==> src/rtl/cpu_core_param.sv <==
// Parametrised multicycle CPU core with a req/ack memory port, N/Z/C/V flags,
// conditional jump and an illegal-opcode fault.
module cpu_core_param #(
  parameter int DATA_W   = 8,
  parameter int ADDR_W   = 8,
  parameter int NUM_REGS = 8
) (
  input  logic              i_clk,
  input  logic              i_reset,
  input  logic              i_start,
  input  logic [ADDR_W-1:0] i_start_addr,
  output logic              o_mem_req,
  output logic              o_mem_we,
  output logic [ADDR_W-1:0] o_mem_addr,
  output logic [DATA_W-1:0] o_mem_wdata,
  input  logic              i_mem_ack,
  input  logic [DATA_W-1:0] i_mem_rdata,
  output logic              o_busy,
  output logic              o_halted,
  output logic              o_fault,
  output logic [ADDR_W-1:0] o_pc,
  output logic [3:0]        o_flags
);

  localparam int RW = $clog2(NUM_REGS);

  localparam logic [7:0] OP_HALT = 8'h00;
  localparam logic [7:0] OP_JUMP = 8'h02;
  localparam logic [7:0] OP_JMPZ = 8'h03;
  localparam logic [7:0] OP_MATH = 8'h04;
  localparam logic [7:0] OP_LDFM = 8'h05;
  localparam logic [7:0] OP_LDFI = 8'h06;
  localparam logic [7:0] OP_LDFR = 8'h07;
  localparam logic [7:0] OP_CPFR = 8'h08;
  localparam logic [7:0] OP_STOM = 8'h09;

  typedef enum logic [2:0] {
    S_IDLE, S_FETCH, S_OPA, S_OPB, S_DATA, S_EXEC, S_HALT
  } state_e;

  state_e            state_q, state_d;
  logic [ADDR_W-1:0] pc_q;
  logic [7:0]        code_q;
  logic [DATA_W-1:0] opa_q, opb_q, data_q;
  logic [DATA_W-1:0] regs_q [NUM_REGS];
  logic [3:0]        flags_q;
  logic              fault_q;

  logic              xfer, illegal;
  logic [RW-1:0]     ra, rb;
  logic [ADDR_W-1:0] data_addr;
  logic [DATA_W:0]   sum, diff;
  logic [DATA_W-1:0] math_res;
  logic              math_c, math_v;

  // Every opcode from JUMP upward carries a first operand word; loads/stores/copies carry two.
  function automatic logic needs_opa(input logic [7:0] c);
    return (c >= OP_JUMP) && (c <= OP_STOM);
  endfunction

  function automatic logic needs_opb(input logic [7:0] c);
    return (c >= OP_LDFM) && (c <= OP_STOM);
  endfunction

  function automatic logic needs_data(input logic [7:0] c);
    return (c == OP_LDFM) || (c == OP_LDFR) || (c == OP_STOM);
  endfunction

  assign ra        = opa_q[RW-1:0];
  assign rb        = opb_q[RW-1:0];
  assign xfer      = o_mem_req && i_mem_ack;
  assign illegal   = (code_q > OP_STOM) || ((code_q == OP_MATH) && (opa_q > DATA_W'(6)));
  assign data_addr = (code_q == OP_LDFR) ? regs_q[rb][ADDR_W-1:0] : opb_q[ADDR_W-1:0];
  assign sum       = {1'b0, regs_q[0]} + {1'b0, regs_q[1]};
  assign diff      = {1'b0, regs_q[0]} - {1'b0, regs_q[1]};

  always_comb begin
    math_res = '0;
    math_c   = 1'b0;
    math_v   = 1'b0;
    case (opa_q[2:0])
      3'd0: begin
        math_res = sum[DATA_W-1:0];
        math_c   = sum[DATA_W];
        math_v   = (regs_q[0][DATA_W-1] == regs_q[1][DATA_W-1]) &&
                   (math_res[DATA_W-1] != regs_q[0][DATA_W-1]);
      end
      3'd1: begin
        math_res = diff[DATA_W-1:0];
        math_c   = diff[DATA_W];
        math_v   = (regs_q[0][DATA_W-1] != regs_q[1][DATA_W-1]) &&
                   (math_res[DATA_W-1] != regs_q[0][DATA_W-1]);
      end
      3'd2: math_res = regs_q[0] & regs_q[1];
      3'd3: math_res = regs_q[0] | regs_q[1];
      3'd4: math_res = regs_q[0] ^ regs_q[1];
      3'd5: begin
        math_res = {regs_q[0][DATA_W-2:0], 1'b0};
        math_c   = regs_q[0][DATA_W-1];
      end
      3'd6: begin
        math_res = {1'b0, regs_q[0][DATA_W-1:1]};
        math_c   = regs_q[0][0];
      end
      default: ;
    endcase
  end

  always_ff @(posedge i_clk) begin
    if (i_reset) state_q <= S_IDLE;
    else         state_q <= state_d;
  end

  // The fetch decision looks at the incoming word so no cycle is spent decoding.
  always_comb begin
    state_d = state_q;
    case (state_q)
      S_IDLE, S_HALT: if (i_start) state_d = S_FETCH;
      S_FETCH: if (xfer) state_d = needs_opa(i_mem_rdata[7:0]) ? S_OPA : S_EXEC;
      S_OPA:   if (xfer) state_d = needs_opb(code_q) ? S_OPB : S_EXEC;
      S_OPB:   if (xfer) state_d = needs_data(code_q) ? S_DATA : S_EXEC;
      S_DATA:  if (xfer) state_d = S_EXEC;
      S_EXEC:  state_d = (illegal || (code_q == OP_HALT)) ? S_HALT : S_FETCH;
      default: state_d = S_IDLE;
    endcase
  end

  always_comb begin
    o_mem_req   = 1'b0;
    o_mem_we    = 1'b0;
    o_mem_addr  = pc_q;
    o_mem_wdata = '0;
    case (state_q)
      S_FETCH, S_OPA, S_OPB: o_mem_req = 1'b1;
      S_DATA: begin
        o_mem_req   = 1'b1;
        o_mem_addr  = data_addr;
        o_mem_we    = (code_q == OP_STOM);
        o_mem_wdata = regs_q[ra];
      end
      default: ;
    endcase
  end

  assign o_busy   = (state_q != S_IDLE) && (state_q != S_HALT);
  assign o_halted = (state_q == S_HALT);
  assign o_fault  = fault_q;
  assign o_pc     = pc_q;
  assign o_flags  = flags_q;

  // Operand words are latched on their ack; all architectural updates happen in EXEC.
  always_ff @(posedge i_clk) begin
    if (i_reset) begin
      pc_q    <= '0;
      code_q  <= '0;
      opa_q   <= '0;
      opb_q   <= '0;
      data_q  <= '0;
      flags_q <= '0;
      fault_q <= 1'b0;
      for (int i = 0; i < NUM_REGS; i++) regs_q[i] <= '0;
    end else begin
      case (state_q)
        S_IDLE, S_HALT: if (i_start) begin
          pc_q    <= i_start_addr;
          fault_q <= 1'b0;
        end
        S_FETCH: if (xfer) begin
          code_q <= i_mem_rdata[7:0];
          pc_q   <= pc_q + ADDR_W'(1);
        end
        S_OPA: if (xfer) begin
          opa_q <= i_mem_rdata;
          pc_q  <= pc_q + ADDR_W'(1);
        end
        S_OPB: if (xfer) begin
          opb_q <= i_mem_rdata;
          pc_q  <= pc_q + ADDR_W'(1);
        end
        S_DATA: if (xfer && !o_mem_we) data_q <= i_mem_rdata;
        S_EXEC: begin
          if (illegal) fault_q <= 1'b1;
          else begin
            case (code_q)
              OP_JUMP: pc_q <= opa_q[ADDR_W-1:0];
              OP_JMPZ: if (flags_q[2]) pc_q <= opa_q[ADDR_W-1:0];
              OP_MATH: begin
                regs_q[0] <= math_res;
                flags_q   <= {math_res[DATA_W-1], math_res == '0, math_c, math_v};
              end
              OP_LDFM, OP_LDFR: regs_q[ra] <= data_q;
              OP_LDFI: regs_q[ra] <= opb_q;
              OP_CPFR: regs_q[ra] <= regs_q[rb];
              default: ;
            endcase
          end
        end
        default: ;
      endcase
    end
  end

endmodule

==> config.mk <==
export PLATFORM = sky130hd
export DESIGN_NAME = cpu_core_param
export DESIGN_NICKNAME = d
export VERILOG_FILES = /design/src/rtl/cpu_core_param.sv
export SDC_FILE = /design/constraint.sdc
export NUM_CORES = 1
export LEC_CHECK = 0
export ABC_AREA = 1
export ABC_CLOCK_PERIOD_IN_PS = 2700
export BUFFER_PORTS_ARGS = -buffer_cell sky130_fd_sc_hd__buf_2
export CORE_MARGIN = 4
export CORE_UTILIZATION = 55
export DETAILED_ROUTE_END_ITERATION = 8
export PLACE_DENSITY = 0.74
export SLEW_MARGIN = 20
export SYNTH_ARGS = -nofsm -noshare
export SYNTH_HDL_FRONTEND = slang
export SYNTH_SLANG_ARGS = --single-unit
==> constraint.sdc <==
create_clock -name i_clk -period 2.7 [get_ports i_clk]
set_input_delay 0.135 -clock i_clk [delete_from_list [all_inputs] [get_ports i_clk]]
set_output_delay 0.135 -clock i_clk [all_outputs]
set_load 0.02 [all_outputs]
# Word level (Yosys, flattened, before mapping)
# Memories as Yosys holds them, arrays and structs flattened. A register that Yosys moved wholly into a read port is not among the register bits.
# Index checks and enable logic that the tools add are counted.
[totals]
inputBits = 20
ram_bits = 64
regBits = 48
n_memories = 1
out_inout_bits = 33
elab_cells = 152
[memory_table]
columns = ["memory", "words", "word_bits", "rd", "rd_ports_with_merged_regs", "write_ports", "line_no", "text"]
rows = [
  ["regs_q", 8, 8, 4, 2, 8, "45", "logic [DATA_W-1:0] regs_q [NUM_REGS];"],
]
[classes]
n_lt_le_gt_ge = 6
n_mux = 59
eq_ne = 35
bitwise = 7
addsub = 3
n_reduce_logical = 33
[op_table]
columns = ["op", "n"]
rows = [
  ["8-bit 2-to-1 mux", 11],
  ["8-bit one-hot mux with 7 select lines", 1],
  ["3-bit 2-to-1 mux", 13],
  ["8-bit by 3-bit == test with 1-bit output, second input constant", 4],
  ["1-bit 2-to-1 mux", 28],
  ["8-bit one-hot mux with 3 select lines", 1],
  ["3-bit == test, second input constant", 6],
  ["3-bit one-hot mux with 6 select lines", 1],
  ["8-bit by 2-bit == test with 1-bit output, second input constant", 2],
  ["8-bit by 4-bit == test with 1-bit output, second input constant", 2],
  ["8-bit by 4-bit less-or-equal comparator with 1-bit output, second input constant", 2],
  ["8-bit zero test", 2],
  ["8-bit one-hot mux with 2 select lines", 1],
  ["2-bit inequality test, second input constant", 7],
  ["3-bit by 2-bit == test with 1-bit output, second input constant", 4],
  ["8-bit by 8-bit adder with 9-bit output", 1],
  ["8-bit by 8-bit subtractor with 9-bit output", 1],
  ["8-bit by 1-bit adder with 8-bit output, second input constant", 1],
  ["8-bit bitwise AND", 1],
  ["8-bit by 2-bit greater-or-equal comparator with 1-bit output, second input constant", 1],
  ["8-bit by 3-bit greater-or-equal comparator with 1-bit output, second input constant", 1],
  ["8-bit by 3-bit greater-than comparator with 1-bit output, second input constant", 1],
  ["8-bit by 4-bit greater-than comparator with 1-bit output, second input constant", 1],
  ["1-bit logical AND", 8],
  ["25 further kinds", 42],
]

# Depth between registers and ports, before layout
# Gate-level depths: netlist (run 1).
[logic_depth]
depth_word = 11
mapped_depth = 15
depth_no_buf = 15

# Worst setup path after synthesis (run 1)
# Ideal clock, no wire load.
[synth_timing]
path_kind = "reg-to-reg"
from = "reg code_q[4]"
to = "mem regs_q[5][0] (enable)"
period_less_slack_ns = 2.374
setup_time_ns = 0.384
t_required_ns = 2.316
setup_slack_ns = 0.326
stages_incl_launch_ff = 12
arrival_ns = 1.990
path_cell_list = "dfxtp_1 > nor2_2 > nand2_2 > inv_2 > nand2_1 > nand2_4 > nand2_2 > inv_2 > nand2_2 > or2_4 > buf_12 > o21ai_0"
[synth_rtl]
columns = ["item", "line_no", "text"]
rows = [
  ["start: declaration", "43", "logic [7:0] code_q;"],
  ["start signal: assignment", "169", "code_q <= i_mem_rdata[7:0];"],
  ["end: declaration", "45", ""],
]

==> out/qor.yml, run 1 <==
drt:
  drtPass1Iterations: 6
  wl_um: 24900
  num_vias: 8050
  dr.first_iter.drc_count: 1154
  antenna_left: 0
  vias_per_cell: 5.77
  drc: 0
  routedWlPerCell_um: 17.9
run:
  maxCapViolations: 0
sta:
  skew_ps: 8.33
  final_hold_viol_count: 0
  drv_slew: 0
  relSlewSlack_pct: 54.4
  min_period_ps: 2540
  final-setup-viol-count: 0
  max_clock_freq_mhz: 394
  setup_tns_ps: 0
  worst_slew_pin_slew_ps: 679
  period_share_pct: 94.0
  post-route-worst-setup-slack_ps: 161
  rsz0062_at_grt: "no"
clocking:
  insertion_delay_ps: 430
  ctsRootBufferMaster: "clkbuf_16"
  cts-htree-levels: 4
  cts_tree: "yes"
  clock_path_buffers: 2
  clkTransAtPathRegs_ps: 60
  clock-sinks: 118
  cts_made_buffers: 17
die:
  coreArea_um2: 13900
  start_util_pct: 56.4
  die_y_um: 128
  io_pins: 53
  die-area_um2: 16300
  die_w_um: 128
  row_count: 43
final_layout:
  final_common_cell: "nand2_1"
  nets: 1251
  design_area_um2: 9120
  diodes: 0
  layout_common_cells: "nand2_1 (226), o21ai_0 (159), inv_1 (152)"
  drive_above_1_share_pct: 13.8
  syn_to_final_growth_pct: 16.0
placement:
  dp_hpwl_um: 18200
  pre_cts_slack_ps: 42.0
  gp_congestion: 0.971
  placed_area_um2: 8500
  port_buffers: 52
run_status:
  status: "completed"
global_route:
  antenna_found_initial: 0
  grt_pass1_vias: 7236
  grt.total_usage_pct: 31.0
  grt_overflow_total: 0
  grt_max_degree: 45
  grt_pass1_wl_um: 39100
synthesis:
  ys_ff_latch: 118
  syn-num-nets: 1174
  synthCells: 1126
  synth_edf_count: 64
  async_reset_ff_share_pct: 0
  postSynthAreaPerCell_um2: 6.98
  netlist_area_um2: 7860
  ys_warn_count: 0
  ys_types: 40
  yosysSeqAreaShare_pct: 38.2
  synth-main-ff-cell: "edfxtp_1"
power:
  totalPowerFinal_mw: 6.69
  ir_drop_uv: 451
  power_density_nw_per_um2: 734
  leakage_nw: 4.35
worst_hold_path:
  hp-class: "in2reg"
worst_setup_path:
  path_class: "reg2out"
  worstPathRequired_ps: 2570
  arrival_ps: 2400
  endpoint_kind: "output port"
  worstSetupStartpointType: "flop"
  cp_max_fo: 16
==> metrics by stage <==
stage / cells / utilization, % / hold slack (ps)
floorplan: 1126 / - / 270
global placement: 1361 / 61.0 / 426
detailed placement: 1361 / 61.0 / 421
CTS: 1396 / 65.4 / 29.8
global route: 1396 / 65.4 / 51.8
finish: 1396 / 65.4 / 46.1
==> flip-flops by register name, summed over array words and instances (netlist names), named ones only <==
register,cells
state_q,3
opa_q,8
o_pc,8
o_flags,4
data_q,8
code_q,8
o_fault,1
regs_q,64
opb_q,8
==> power by group <==
group          internal [mW]  switching, mW  total, mW  leakage [nW]
logic                  0.717           1.49       2.21          2.96
clock network           1.45          0.814       2.26         0.294
registers               2.05          0.166       2.22          1.10
total                   4.22           2.47       6.69          4.35
==> what timing repair did <==
item                                    4_1_cts  5_1_grt
setup buffers                                 0        0
endpoints found under the setup margin        0       32
gates resized for setup                       0        4
hold buffers                                  3        0
endpoints found under the hold margin         3        0
==> layout make-up <==
cell class	count	area, µm²
Fill cell	1268	4820
Multi-Input combinational cell	805	4060
Sequential cell	118	3000
Timing Repair Buffer	101	636
Inverter	160	602
Clock buffer	25	529
Tap cell	180	225
Clock inverter	7	62.6
==> layer usage <==
metal | global-route usage [%] | share of wire (%) | up-vias
met3 | 5.85 | 9.5 | 71
met2 | 49.0 | 46 | 454
met1 | 42.0 | 41 | 3641
li1 | - | - | 3884
met4 | 12.8 | 3.3 | 0
met5 | 0 | 0 | -
==> final timing paths <==
| kind | startpoint | slack (ps) | cells past startpoint | endpoint |
|---|---|---|---|---|
| setup reg to reg | regs_q[0][0] | 310 | 9 | regs_q[0][2] |
| setup / recovery | flop | 160 | 7 | o_mem_addr[7] |
| hold reg to reg | o_flags[3] | 450 | 2 | o_flags[3] |
| hold / removal | i_mem_rdata[4] | 50 | 3 | opa_q[4] |
==> worst max-delay path, cell delays in order, from the launching register on <==
cell and delay [ps]:
dfxtp_1 330, inv_1 400, nor2_1 70, o21ai_0 370
o21ai_1 200, o21ai_0 270, o21a_1 170, buf_2 160
==> cells in the mapped netlist (all sizes together), types with 5 or more instances <==
| library cell | number | share of area, % |
|---|---|---|
| nand4 | 16 | 1.3 |
| o21ai | 187 | 12 |
| nor2 | 141 | 7.7 |
| inv | 158 | 7.5 |
| nand3 | 60 | 4.0 |
| buf | 11 | 0.97 |
| dfxtp | 54 | 14 |
| a31oi | 9 | 0.72 |
| ha | 26 | 4.1 |
| o21a | 8 | 0.76 |
| edfxtp | 64 | 24 |
| nor3 | 6 | 0.45 |
| clkbuf | 32 | 1.5 |
| nand2 | 233 | 11 |
| o211ai | 13 | 1.2 |
| or2 | 5 | 0.43 |
| o22ai | 6 | 0.48 |
| a21oi | 87 | 5.5 |
==> cell families (layout without fill, tap and decap cells) <==
| group | Yosys count | after routing | synth area share [%] |
|---|---|---|---|
| adders and majority gates | 28 | 28 | 4.65 |
| AOI/OAI and AO/OA | 312 | 312 | 21.2 |
| and+or+nand+nor | 463 | 463 | 25.6 |
| DFF | 118 | 118 | 38.2 |
| xor gates and xnor gates | 2 | 2 | 0.223 |
| buffers and inverters | 203 | 293 | 10.2 |
Note: power is estimated with default switching activity, not from simulation.
==> run 2: changes to the inputs <==
--- a/config.mk
+++ b/config.mk
@@ -11,7 +11,7 @@
 export CORE_MARGIN = 4
 export CORE_UTILIZATION = 55
 export DETAILED_ROUTE_END_ITERATION = 8
-export PLACE_DENSITY = 0.74
+export PLACE_DENSITY = 0.81
 export SLEW_MARGIN = 20
 export SYNTH_ARGS = -nofsm -noshare
 export SYNTH_HDL_FRONTEND = slang
==> run 2 against run 1 <==
Against the previous run: clock-buffer cell count decreased by 2; critical path depth increased by 3; via count increased by 1.3%; register-to-register slack got worse by 250 ps; global-route usage decreased by 0.66 points; wire length decreased by 1.2%; total power decreased by 3.1%; fmax decreased by 3.9%; setup slack got worse by 100 ps; highest routed layer unchanged.
==> out/qor.yml, run 2 (synthesis results as in run 1) <==
run_status:
  status: "completed"  # unchanged
final_layout:
  diodes: 0  # unchanged
  drive_above_1_share_pct: 13.8  # about the same
  regMostFlops: "regs_q"  # unchanged
  layout_common_cells: "nand2_1 (226), o21ai_0 (161), inv_1 (152)"  # was nand2_1 (226), o21ai_0 (159), inv_1 (152)
  nFillCells: 1277  # was 1268
  final_common_cell: "nand2_1"  # unchanged
  nets: 1249  # was 1251
  multiInputGateArea_um2: 4060  # unchanged
  largest_reg_flops: 64  # unchanged
  design_area_um2: 9050  # was 9120 µm²
  seqCellArea_um2: 3000  # unchanged
  fin_cells: 1394  # was 1396
  final_util_pct: 65.0  # was 65.4%
  syn_to_final_growth_pct: 15.2  # was 16.0%
sta:
  setup_tns_ps: 0  # unchanged
  period_share_pct: 97.9  # was 94.0%
  rsz0062_at_grt: "yes"  # was no
  final-setup-viol-count: 0  # unchanged
  drv_slew: 0  # unchanged
  min_period_ps: 2640  # was 2540 ps
  whs_ps: 5.68  # was 46.1 ps
  post-route-worst-setup-slack_ps: 57.8  # was 161 ps
  relSlewSlack_pct: 26.9  # was 54.4%
  worst_slew_pin_slew_ps: 1080  # was 679 ps
  final_hold_viol_count: 0  # unchanged
  max_clock_freq_mhz: 378  # was 394 MHz
  skew_ps: 8.06  # was 8.33 ps
die:
  coreArea_um2: 13900  # unchanged
  die_y_um: 128  # unchanged
  io_pins: 53  # unchanged
  row_count: 43  # unchanged
  die_w_um: 128  # unchanged
  start_util_pct: 56.4  # unchanged
  die-area_um2: 16300  # unchanged
worst_setup_path:
  reg2regPathDepth: 10  # was 9
  cp_common_cell: "nand2_1"  # was o21ai_0
  crit_end: "regs_q[2][7]"  # was o_mem_addr[7]
  path_cells: "nor2_4, nand2_1, nand2_1, nand2_1, nand2_4, nand2_2, inv_2, nand2_2, or2_4, o21ai_0"  # was inv_1, nor2_1, o21ai_0, o21ai_1, o21ai_0, o21a_1, buf_2
  worstPathRequired_ps: 2740  # was 2570 ps
  timing.rr.start: "code_q[0]"  # was regs_q[0][0]
  path_class: "reg2reg"  # was reg2out
  startpoint: "code_q[0]"
  timing.rr.end: "regs_q[2][7]"  # was regs_q[0][2]
  cp_max_fo: 10  # was 16
  reg2reg_slack_ps: 60  # was 310 ps
  critPathSlowestCell: "o21ai_0"  # was inv_1
  arrival_ps: 2680  # was 2400 ps
  cp_slowest_stage_delay_ps: 870  # was 400 ps
  endpoint_kind: "flop"  # was output port
  worstSetupStartpointType: "flop"  # unchanged
placement:
  pre_cts_slack_ps: 99.8  # was 42.0 ps
  placed_area_um2: 8500  # unchanged
  place_inst: 1361  # unchanged
  dp_hpwl_um: 18300  # was 18200 µm
  gp_congestion: 0.949  # was 0.971
  port_buffers: 52  # unchanged
power:
  totalPowerFinal_mw: 6.48  # was 6.69 mW
  ir_drop_uv: 565  # was 451 µV
  p_sw_share_pct: 37.6  # was 37.0%
  p_int_mw: 4.05  # was 4.22 mW
  leakage_nw: 4.32  # was 4.35 nW
  p_clk_share_pct: 32.2  # was 33.8%
  pwr-share-seq_pct: 34.2  # was 33.2%
  combPwrFrac_pct: 33.6  # was 33.0%
  p_switching_mw: 2.44  # was 2.47 mW
  power_density_nw_per_um2: 716  # was 734 nW/µm²
drt:
  drtPass1Iterations: 7  # was 6
  routedWlPerCell_um: 17.7  # was 17.9 µm
  dr.first_iter.drc_count: 1193  # was 1154
  wl_um: 24600  # was 24900 µm
  num_vias: 8151  # was 8050
  drc: 0  # unchanged
  vias_per_cell: 5.85  # was 5.77
  antenna_left: 0  # unchanged
clocking:
  cts_made_buffers: 17  # unchanged
  cts_setup_buffers: 0  # unchanged
  clock_path_buffers: 2  # unchanged
  cts_tree: "yes"  # unchanged
  insertion_delay_ps: 420  # was 430 ps
  clock-sinks: 118  # unchanged
  clkTransAtPathRegs_ps: 50  # was 60 ps
  ctsResizeCount: 0  # unchanged
  ctsRootBufferMaster: "clkbuf_16"  # unchanged
  cts-htree-levels: 4  # unchanged
worst_hold_path:
  hp-class: "in2reg"  # unchanged
  whs_path_depth: 3  # unchanged
global_route:
  grt_pass1_wl_um: 38600  # was 39100 µm
  grt_overflow_total: 0  # unchanged
  grt_pass1_vias: 7363  # was 7236
  antenna_found_initial: 0  # unchanged
  grt.total_usage_pct: 30.4  # was 31.0%
  grt_max_degree: 39  # was 45
run:
  maxCapViolations: 0  # unchanged
-- run 2: how the worst min path moves through the flow --
stage / start / endpoint / slack [ps]
detailed placement: i_start_addr[1] / o_pc[1] / 430
global route: i_start_addr[2] / o_pc[2] / 8
CTS: i_start_addr[2] / o_pc[2] / 1
floorplan: i_mem_rdata[4] / opa_q[4] / 270
finish: i_start_addr[2] / o_pc[2] / 6
global placement: i_start_addr[1] / o_pc[1] / 420
-- run 2: power by group through the flow --
stage | registers [mW] | logic (mW) | clock network (mW)
after floorplan | 2.27 | 1.39 | 0
after global placement | 2.24 | 2.11 | 0
after detailed placement | 2.24 | 2.13 | 0
after CTS | 2.21 | 2.15 | 2.09
after global routing | 2.23 | 2.39 | 2.17
final | 2.21 | 2.18 | 2.09
-- run 2: repair_timing --
action	CTS	global route
endpoints found under the hold margin	1	0
setup endpoints to repair	0	16
hold buffers	1	0
-- run 2: critical path: cells and delay by family, from the launching register on --
family / cells / cell delay [ps]
flops: 1 / 350
simple gates: 8 / 960
buf+inv: 1 / 80
compound gates: 1 / 870
-- run 2: layout make-up --
type / instances / area share [%]
Clock buffer: 23 / 5.53
Inverter: 160 / 6.65
Timing Repair Buffer: 99 / 6.80
Tap cell: 180 / 2.49
Multi-Input combinational cell: 805 / 44.8
Clock inverter: 9 / 0.525
Sequential cell: 118 / 33.2
-- run 2: metal layers --
metal	up-vias	part of all wire, %	GRT usage (%)
met5	-	0	0
met4	0	4.1	13.6
met3	91	10	5.60
met2	484	46	49.3
met1	3700	40	39.6
li1	3876	-	-
